[src/rtl/ha_array_accumulator.sv]
// Sums the four half-adder-reduced row pairs of the approximate 8x8 multiplier,
// one row per cycle, into a wrapping OUT_W-bit product with valid/ready on both sides.
//
// state | meaning
// IDLE  | ready for a bundle; no product pending
// ACCUM | adding row cnt (0..3) into acc, one per cycle
// DONE  | product and tag presented until the consumer takes them
module ha_array_accumulator #(
    parameter int OUT_W = 16,
    parameter int TAG_W = 4
) (
    input  logic             clk,
    input  logic             rst,
    input  logic             in_valid,
    output logic             in_ready,
    input  logic [TAG_W-1:0] in_tag,
    input  logic [8:0]       ha_array_0_t,
    input  logic [6:0]       ha_array_0_b,
    input  logic [8:0]       ha_array_1_t,
    input  logic [6:0]       ha_array_1_b,
    input  logic [8:0]       ha_array_2_t,
    input  logic [6:0]       ha_array_2_b,
    input  logic [8:0]       ha_array_3_t,
    input  logic [6:0]       ha_array_3_b,
    output logic             out_valid,
    input  logic             out_ready,
    output logic [OUT_W-1:0] product,
    output logic [TAG_W-1:0] out_tag,
    output logic             busy
);

    typedef enum logic [1:0] {
        IDLE  = 2'd0,
        ACCUM = 2'd1,
        DONE  = 2'd2
    } state_t;

    state_t           state;
    logic [8:0]       t_r [4];
    logic [6:0]       b_r [4];
    logic [TAG_W-1:0] tag_r;
    logic [OUT_W-1:0] acc;
    logic [1:0]       cnt;

    logic [9:0]       row_sum;
    logic [OUT_W-1:0] row_term;
    logic [OUT_W-1:0] acc_next;

    // Row value fits in 10 bits (max 1019); alignment is 2 bits per row.
    always_comb begin
        row_sum  = {1'b0, t_r[cnt]} + {1'b0, b_r[cnt], 2'b00};
        row_term = OUT_W'(row_sum) << {cnt, 1'b0};
        acc_next = acc + row_term;
    end

    always_ff @(posedge clk) begin
        if (rst) begin
            state     <= IDLE;
            acc       <= '0;
            cnt       <= '0;
            tag_r     <= '0;
            product   <= '0;
            out_tag   <= '0;
            in_ready  <= 1'b1;
            out_valid <= 1'b0;
            busy      <= 1'b0;
            for (int k = 0; k < 4; k++) begin
                t_r[k] <= '0;
                b_r[k] <= '0;
            end
        end else begin
            case (state)
                IDLE: begin
                    if (in_valid) begin
                        t_r[0]   <= ha_array_0_t;
                        b_r[0]   <= ha_array_0_b;
                        t_r[1]   <= ha_array_1_t;
                        b_r[1]   <= ha_array_1_b;
                        t_r[2]   <= ha_array_2_t;
                        b_r[2]   <= ha_array_2_b;
                        t_r[3]   <= ha_array_3_t;
                        b_r[3]   <= ha_array_3_b;
                        tag_r    <= in_tag;
                        acc      <= '0;
                        cnt      <= '0;
                        state    <= ACCUM;
                        in_ready <= 1'b0;
                        busy     <= 1'b1;
                    end
                end
                ACCUM: begin
                    acc <= acc_next;
                    cnt <= cnt + 2'd1;
                    if (cnt == 2'd3) begin
                        state     <= DONE;
                        product   <= acc_next;
                        out_tag   <= tag_r;
                        out_valid <= 1'b1;
                    end
                end
                DONE: begin
                    // in_ready stays low here so accept and emit never share an edge.
                    if (out_ready) begin
                        state     <= IDLE;
                        product   <= '0;
                        out_tag   <= '0;
                        out_valid <= 1'b0;
                        in_ready  <= 1'b1;
                        busy      <= 1'b0;
                    end
                end
                default: begin
                    state     <= IDLE;
                    out_valid <= 1'b0;
                    in_ready  <= 1'b1;
                    busy      <= 1'b0;
                end
            endcase
        end
    end

endmodule

[config.mk]
export PLATFORM = sky130hd
export DESIGN_NAME = ha_array_accumulator
export DESIGN_NICKNAME = d
export VERILOG_FILES = /design/src/rtl/ha_array_accumulator.sv
export SDC_FILE = /design/constraint.sdc
export NUM_CORES = 1
export LEC_CHECK = 0
export CAP_MARGIN = 20
export CORE_MARGIN = 4
export CORE_UTILIZATION = 45
export DETAILED_ROUTE_END_ITERATION = 10
export PLACE_DENSITY_LB_ADDON = 0.05
export SYNTH_ARGS = -nofsm -noshare
export SYNTH_HDL_FRONTEND = slang
export SYNTH_SLANG_ARGS = --single-unit
export TNS_END_PERCENT = 30
[constraint.sdc]
create_clock -name clk -period 4.6 [get_ports clk]
set_clock_uncertainty 0.05 [all_clocks]
set_input_delay 1.15 -clock clk [delete_from_list [all_inputs] [get_ports clk]]
set_output_delay 1.15 -clock clk [all_outputs]
set_load 0.03 [all_outputs]
After elaboration in Yosys (flattened, before gate mapping) --
Memory sizes are Yosys's and may differ from the RTL's. A register that Yosys moved wholly into a read port is not among the register bits. Index checks and enable logic that the tools add are counted.
Storage, ports and cells: register bits after elaboration 47, memory bits (writable) 64, input bits 72, output and inout port bits 23, word-level logic and storage cells 80, memories 2
Operators by class: add/subtract/negate cells 3, eq/ne operators 6, shift-type cells 1, multiplexer cells 40, bitwise operators 10, reductions and logical operators 9
Memory list:
- t_r | depth 4, width 9, read ports 1, clocked after memory_dff 1, write ports 4, line 39 | logic [8:0] t_r [4];
- b_r | depth 4, width 7, read ports 1, clocked after memory_dff 1, write ports 4, line 40 | logic [6:0] b_r [4];
Operators by type and width (number):
- $pmux W16 S2 | 2
- $mux W16 | 3
- $mux W9 | 4
- $mux W7 | 4
- $add A16 B16 Y16 | 1
- $mux W2 | 8
- $shl A10 B3 Y16 | 1
- $reduce_and A3 Y1 | 4
- $mux W1 | 11
- $add A9 B9 Y10 | 1
- $pmux W1 S3 | 3
- $mux W4 | 2
- $or A1 B1 Y1 | 8
- $pmux W4 S2 | 1
- $ne A2 B2 Y1 const B | 3
- $pmux W2 S3 | 1
- $eq A2 B2 Y1 const B | 2
- $pmux W2 S2 | 1
- $reduce_and A2 Y1 | 2
- $reduce_bool A2 Y1 | 2
- $add A2 B1 Y2 const B | 1
- $eq A2 B1 Y1 const B | 1
- $logic_not A2 Y1 | 1
- $not A1 Y1 | 2

Depth between registers and ports, before layout --
Gate-level depths: netlist (run 1).
depth in word-level cells 5, gate-level depth with buffers 20, depth with buffers taken out 18

Worst setup path after synthesis (run 1) --
OpenSTA, ideal clock, no wires.
path kind register to register, from register (tool-made name), to register acc[12], setup time 117 ps, arrival 4567 ps, data required time 4433 ps, setup slack -133 ps, stages on the path, launching flop included 20, buffers on the path 2, clock period less this slack 4733 ps, cells stage by stage dfxtp_1 -> clkbuf_1 -> buf_2 -> mux4_2 -> ha_1 -> a21oi_1 -> nor2_1 -> a311o_1 -> xor2_1 -> and2_1 -> nor3b_1 -> a21oi_1 -> ha_1 -> a21oi_1 -> a21boi_0 -> a21boi_2 -> a221o_1 -> a21oi_2 -> xnor2_1 -> a22o_1
RTL lines:
- end signal: assignment | line 92 | acc <= acc_next;
- end: declaration | line 42 | logic [OUT_W-1:0] acc;

==> metrics.md, run 1 <==
| Metric | Value |
|---|---|
| Status | complete, no violations |
| Top FF cell, synth | edfxtp_1 |
| CP Capture Type | flip-flop |
| Tightest Pin Transition | 0.953 ns |
| Critical-path cell list | buf_12 > mux4_2 > ha_2 > fa_2 > a21o_1 > a21oi_2 > o21bai_1 > a21oi_1 > xor2_1 > mux2_4 > o21ai_1 > ha_1 > a21o_1 > nand2b_1 > a2111oi_2 > nor2_1 > xor2_1 > xnor2_1 > a22o_1 |
| Critical path class | flip-flop to flip-flop |
| Area grow syn2layout | 33.4% |
| Post-place instance area | 0.00666 sq mm |
| Vias | 3854 |
| CP bufs+invs | 1 |
| Slowest stage cell, crit path | mux4_2 |
| GRT overflow | 0 |
| Initial antenna violation count | 0 |
| Cell area after layout | 0.00734 sq mm |
| First-pass GRT wire length | 19100 microns |
| Routability congestion estimate | 0.833 |
| GRT Util Overall | 0.173 |
| Final setup fails | 0 |
| Avg WL per Cell | 15.4 microns |
| DR vias/cell | 5.22 |
| CTS tree | yes |
| DR DRC count | 0 |
| Critical Path Source Type | flip-flop |
| Clk root buf | clkbuf_16 |
| Synth async-reset ratio | 0 |
| Reg clk slew, reported paths | 0.05 ns |
| Syn Inst Count | 469 |
| Port bufs | 94 |
| DRT antenna net count | 0 |
| Crit Path Max Fanout | 9 |
| Layout cells sized above 1 | 0.151 |
| Core ar. | 0.0120 sq mm |
| Static Leak | 2.95 nW |
| HP Class | flip-flop to flip-flop |
| Sequential cell area fraction in the yosys report | 0.528 |
| Commonest non-fill, non-tap cell in the layout | clkdlybuf4s50_1 |
| Largest net degree at the start of global routing | 65 |
| Htree depth | 4 |
| Post-route clock period utilization | 0.958 |
| Top delay family on crit path | compound AO/OA/AOI/OAI gates |
| Diodes inserted | 0 |
| Total CTS buffers | 17 |
| Count of different cell masters after synthesis | 51 |
| VDD IR max | 262 uV |
| Power Density | 396 mW/mm^2 |
| I/O pins | 95 |
| DP HPWL | 8320 microns |
| Crit path time final | 4.41 ns |
| Mapped Area | 0.00550 sq mm |
| # hold bufs at CTS | 0 |
| Synthesized area per cell | 11.7 sq um |
| EDFF count, synth | 64 |
| Post-Synthesis Net Count | 566 |
| Design Power | 2.91 mW |
| 1st-pass router iterations | 4 |
| Syn. warnings | 0 |
| Worst endpoint data arrival time | 4.66 ns |
| Die extent in x | 119 microns |
| Final net count | 675 |
| Setup TNS | 0 ns |
| Total clock sinks | 113 |
| Max incr delay on CP | 0.51 ns |
| CTS Buffer Depth | 2 |
| Most frequent cells in the layout | clkdlybuf4s50_1, and2_1, edfxtp_1, dfxtp_1, nor2_1 |
| Number of cell rows | 40 |
| F_max | 227 MHz |
| Die Area | 0.0141 sq mm |
| Number of global-route vias before repair | 4019 |
| Die Y | 119 microns |
| Rel. slew slack | 0.362 |
| Worst-Skew Late Latency | 0.41 ns |
| Worst Path Required | 4.85 ns |
| Initial DRC count | 183 |
| FF+latch count, synth | 113 |
| Max-slew violation count | 0 |
| DRT Wirelength | 11400 microns |
| Max_cap viols | 0 |
| Hold Fails Final Rpt | 0 |
| Initial Util | 0.458 |
state kept, by name, summed over array words and instances, names as in the netlist, named ones only:
name / flops
t_r: 36
b_r: 28
acc: 16
product: 16
out_tag: 4
tag_r: 4
cnt: 2
state: 2
busy: 1
in_ready: 1
out_valid: 1
layer usage:
metal,GRT usage,vias to the layer above,share of wire
li1,-,1946,-
met1,0.207,1818,0.44
met2,0.283,76,0.50
met3,0.0555,14,0.040
met4,0.0797,0,0.016
met5,0,-,0
synthesized netlist by cell type, types with 2 or more instances:
| library cell | n | area (sq um) |
|---|---|---|
| a211oi_1 | 2 | 15.0 |
| a21o_1 | 8 | 60.1 |
| a21oi_1 | 25 | 125 |
| a22o_1 | 24 | 210 |
| a22oi_1 | 15 | 113 |
| a31oi_1 | 2 | 12.5 |
| a32oi_1 | 3 | 26.3 |
| and2_1 | 70 | 438 |
| and3_1 | 4 | 25.0 |
| buf_2 | 2 | 10.0 |
| clkbuf_1 | 22 | 82.6 |
| dfxtp_1 | 49 | 981 |
| edfxtp_1 | 64 | 1920 |
| fa_1 | 2 | 40.0 |
| ha_1 | 23 | 288 |
| inv_1 | 8 | 30.0 |
| mux2i_1 | 6 | 60.1 |
| mux4_2 | 16 | 360 |
| nand2_1 | 18 | 67.6 |
| nand2b_1 | 2 | 12.5 |
| nand3_1 | 2 | 10.0 |
| nor2_1 | 41 | 154 |
| nor2b_1 | 2 | 12.5 |
| nor3_1 | 4 | 20.0 |
| o21a_1 | 2 | 15.0 |
| o21ai_0 | 10 | 50.1 |
| o21bai_1 | 2 | 15.0 |
| o22ai_1 | 2 | 12.5 |
| xnor2_1 | 10 | 87.6 |
| xor2_1 | 8 | 70.1 |
final timing paths:
kind | start | cells after the start | endpoint | slack (ns)
hold reg to reg | product[6] | 1 | product[6] | 0.42
hold / removal | product[6] | 1 | product[6] | 0.42
setup / recovery | flip-flop | 19 | product[15] | 0.19
setup reg to reg | flip-flop | 19 | product[15] | 0.19
metrics by stage:
step	cells	hold slack, ns	util	setup WS [ns]
floorplan	469	0.399	-	0.138
global placement	699	0.411	0.554	0.0944
detailed placement	699	0.413	0.554	-0.0106
CTS	733	0.430	0.602	0.00795
global route	738	0.445	0.611	-0.0216
finish	738	0.424	0.611	0.192
power by group:
group	leakage [nW]	total [mW]	internal [mW]	switching (mW)
registers	1.09	1.16	1.14	0.0268
logic	1.59	0.535	0.264	0.271
clock network	0.265	1.21	0.780	0.431
total	2.95	2.91	2.18	0.729
repair_timing:
item | in CTS | in global routing
endpoints found under the hold margin | 0 | 0
pin swaps | 3 | 10
setup endpoints to repair | 1 | 14
resized for setup | 4 | 16
buffers inserted | 2 | 5
cell families after synthesis:
group                    share of synthesized area
AO/OA/AOI/OAI                                0.142
XOR/XNOR                                    0.0287
adder cells (fa/ha/maj)                     0.0596
buffers and inverters                       0.0246
flip-flops                                   0.528
multiplexers                                0.0785
AND/OR/NAND/NOR                              0.139
final cells by class:
class                      count  area, sq um
fill                         966         4670
sequential                   113         2900
multi-input combinational    321         2540
timing repair buffer         116         1120
clock buffer                  18          429
tap                          147          184
clock inverter                14          123
inverter                       9         33.8
Note: power is estimated with default switching activity, not from simulation.
==> run 2: changes to the inputs <==
--- a/config.mk
+++ b/config.mk
@@ -5,9 +5,13 @@
 export SDC_FILE = /design/constraint.sdc
 export NUM_CORES = 1
 export LEC_CHECK = 0
+export ABC_AREA = 1
 export CAP_MARGIN = 20
+export CELL_PAD_IN_SITES_DETAIL_PLACEMENT = 0
+export CELL_PAD_IN_SITES_GLOBAL_PLACEMENT = 1
 export CORE_MARGIN = 4
-export CORE_UTILIZATION = 45
+export CORE_UTILIZATION = 36
+export CTS_CLUSTER_SIZE = 24
 export DETAILED_ROUTE_END_ITERATION = 10
 export PLACE_DENSITY_LB_ADDON = 0.05
 export SYNTH_ARGS = -nofsm -noshare
==> run 2 against run 1 <==
Sequential share of layout area down 1.7 points. Final cell count increased by 44%. Design area grew 4.4%. Synthesized area grew 9.1%. Total power increased by 8.4%. Critical path depth rose by 4. Largest power group unchanged. Fmax rose by 10%. Die area increased by 34%. Routed wire length rose by 26%.
==> metrics.md, run 2 <==
| Metric | Value |
|---|---|
| Status | complete, no violations |
| CTS Buffer Depth | 2 |
| Synthesized area per cell | 8.08 sq um |
| Clock share of power | 0.396 |
| Net Sw Frac | 0.297 |
| Mapped Area | 0.00600 sq mm |
| Most frequent cells in the layout | nand2_1, nor2_1, inv_1, clkdlybuf4s50_1, edfxtp_1 |
| DRT antenna net count | 0 |
| Max_cap viols | 0 |
| Area leader, netlist | edfxtp_1 |
| Largest register FFs | 36 |
| Most frequent CP cell | nand2_1 |
| Top FF cell, synth | edfxtp_1 |
| HP Class | flip-flop to flip-flop |
| Syn. warnings | 0 |
| Setup bufs post-CTS | 0 |
| Static Leak | 3.42 nW |
| Htree depth | 4 |
| Number of global-route vias before repair | 4790 |
| Initial DRC count | 247 |
| Synth top area cells | edfxtp_1, dfxtp_1, nand2_1, nor2_1, inv_1 |
| Most frequent cell after synthesis | nand2_1 |
| Die Y | 137 microns |
| Synth async-reset ratio | 0 |
| RSZ-0062 raised after global routing | no |
| 1st-pass router iterations | 4 |
| Total CTS buffers | 17 |
| # hold bufs at CTS | 0 |
| P_sw | 937 uW |
| Most frequent cells after synthesis | nand2_1, nor2_1, inv_1 |
| Largest regs | t_r: 36 flops, b_r: 28 flops |
| Vias | 4941 |
| CP Capture Type | flip-flop |
| Fraction of synthesized cell area taken by the top area cell type | 0.320 |
| Commonest non-fill, non-tap cell in the layout | nand2_1 |
| Setup TNS | 0 ns |
| Max-slew violation count | 0 |
| Worst Path Required | 4.82 ns |
| Crit path time final | 4.01 ns |
| Area grow syn2layout | 27.7% |
| DRT Wirelength | 14400 microns |
| Initial Util | 0.372 |
| Max incr delay on CP | 0.37 ns |
| Worst endpoint data arrival time | 4.22 ns |
| Slowest stage cell, crit path | inv_1 |
| F_max | 250 MHz |
| FF+latch count, synth | 113 |
| Rel. slew slack | 0.474 |
| Hold slack | 0.408 ns |
| Largest net degree at the start of global routing | 66 |
| Tightest Pin Transition | 0.789 ns |
| Post-Synthesis Net Count | 840 |
| Final setup fails | 0 |
| Sequential cell area fraction in the yosys report | 0.484 |
| DR DRC count | 0 |
| Die extent in x | 137 microns |
| CP bufs+invs | 3 |
| Diodes inserted | 0 |
| Fill count | 1545 |
| Number of cell rows | 46 |
| Die Area | 0.0188 sq mm |
| GRT Util Overall | 0.161 |
| Routability congestion estimate | 0.852 |
| Power Density | 411 mW/mm^2 |
| Avg WL per Cell | 13.6 microns |
| Number of gates resized after cts | 0 |
| Biggest register | t_r |
| Core ar. | 0.0161 sq mm |
| Top delay family on crit path | simple AND/OR/NAND/NOR gates |
| Count of different cell masters after synthesis | 36 |
| Syn Inst Count | 743 |
| First-pass GRT wire length | 23800 microns |
| VDD IR max | 269 uV |
| DR vias/cell | 4.65 |
| Final net count | 930 |
| Total clock sinks | 113 |
| EDFF count, synth | 64 |
| Reg clk slew, reported paths | 0.05 ns |
| Port bufs | 94 |
| Hold Fails Final Rpt | 0 |
| Crit Path Max Fanout | 18 |
| Layout cells sized above 1 | 0.0733 |
| Place WS | 0.583 ns |
| Initial antenna violation count | 0 |
| Critical-path cell list | inv_1 > buf_4 > o21ai_0 > o22ai_1 > ha_1 > nand2_1 > nand2_1 > o21bai_1 > or2_2 > nand3_1 > nand3_1 > o21ai_0 > ha_1 > nand2_1 > inv_1 > nand2_1 > nand2_1 > nand2_1 > nand2_1 > a21oi_1 > nand3_1 > nand3_1 > a21oi_1 |
| Clk root buf | clkbuf_16 |
| P_int | 2.22 mW |
| Critical Path Source Type | flip-flop |
| Design Power | 3.15 mW |
| I/O pins | 95 |
| GRT overflow | 0 |
| Worst-Skew Late Latency | 0.40 ns |
| Comb power frac | 0.230 |
| Critical path class | flip-flop to flip-flop |
| DP HPWL | 10500 microns |
| Post-route clock period utilization | 0.871 |
| CTS tree | yes |
| Setup ws final | 0.595 ns |
| Flop pwr share | 0.374 |
==> run 2: path summary, 6_finish.rpt <==
| kind | slack (ns) | to | depth (start not counted) | startpoint |
|---|---|---|---|---|
| min reg2reg | 0.41 | out_tag[3] | 2 | out_tag[3] |
| max reg2reg | 0.59 | acc[15] | 23 | flip-flop |
| min | 0.41 | out_tag[3] | 2 | out_tag[3] |
| max | 0.59 | acc[15] | 23 | flip-flop |
==> run 2: cell type report <==
| class | instances | area, sq um | share of cell area |
|---|---|---|---|
| multi-input cells | 498 | 2540 | 0.331 |
| clock buffers | 25 | 528 | 0.0689 |
| repair buffers | 100 | 986 | 0.129 |
| inverters | 103 | 392 | 0.0511 |
| flip-flops and latches | 113 | 2900 | 0.379 |
| well taps | 216 | 270 | 0.0353 |
| clock inverters | 7 | 46.3 | 0.00604 |
==> run 2: kinds of logic after synthesis <==
group	count (synthesis)	share of synthesized area
xor+xnor	11	0.0161
simple gates	343	0.244
flops	113	0.484
buf+inv	132	0.0936
mux	1	0.00167
fa+ha+maj	25	0.0546
compound gates	118	0.107
==> run 2: worst min-delay path: cells and delay by family, from the launching register on <==
kind,cells,cell delay [ns]
AOI/OAI and AO/OA,1,0.05
DFF,1,0.30
and+or+nand+nor,1,0.06
==> run 2: layer usage <==
layer  track usage  vias up  part of all wire  wire length [microns]
met1         0.218     2245              0.47                   6800
met2         0.258       90              0.48                   6910
li1              -     2596                 -                      -
met5             0        -                 0                      0
met4        0.0455        0             0.010                    144
met3        0.0346       10             0.038                    540
==> run 2: power groups by stage <==
stage                     Clock, mW  Combinational, mW  Sequential, mW
final                          1.25              0.725            1.18
after global routing           1.32              0.828            1.19
after CTS                      1.28              0.734            1.18
after detailed placement          0              0.731            1.20
after global placement            0              0.726            1.20
after floorplan                   0              0.511            1.19
==> run 2: through the flow <==
stage / util / cell area (sq um) / std cells
2_1_floorplan: - / 6000 / 743
3_3_place_gp: 0.440 / 7090 / 1030
3_5_place_dp: 0.440 / 7090 / 1030
4_1_cts: 0.476 / 7660 / 1062
5_1_grt: 0.476 / 7660 / 1062
6_report: 0.476 / 7660 / 1062
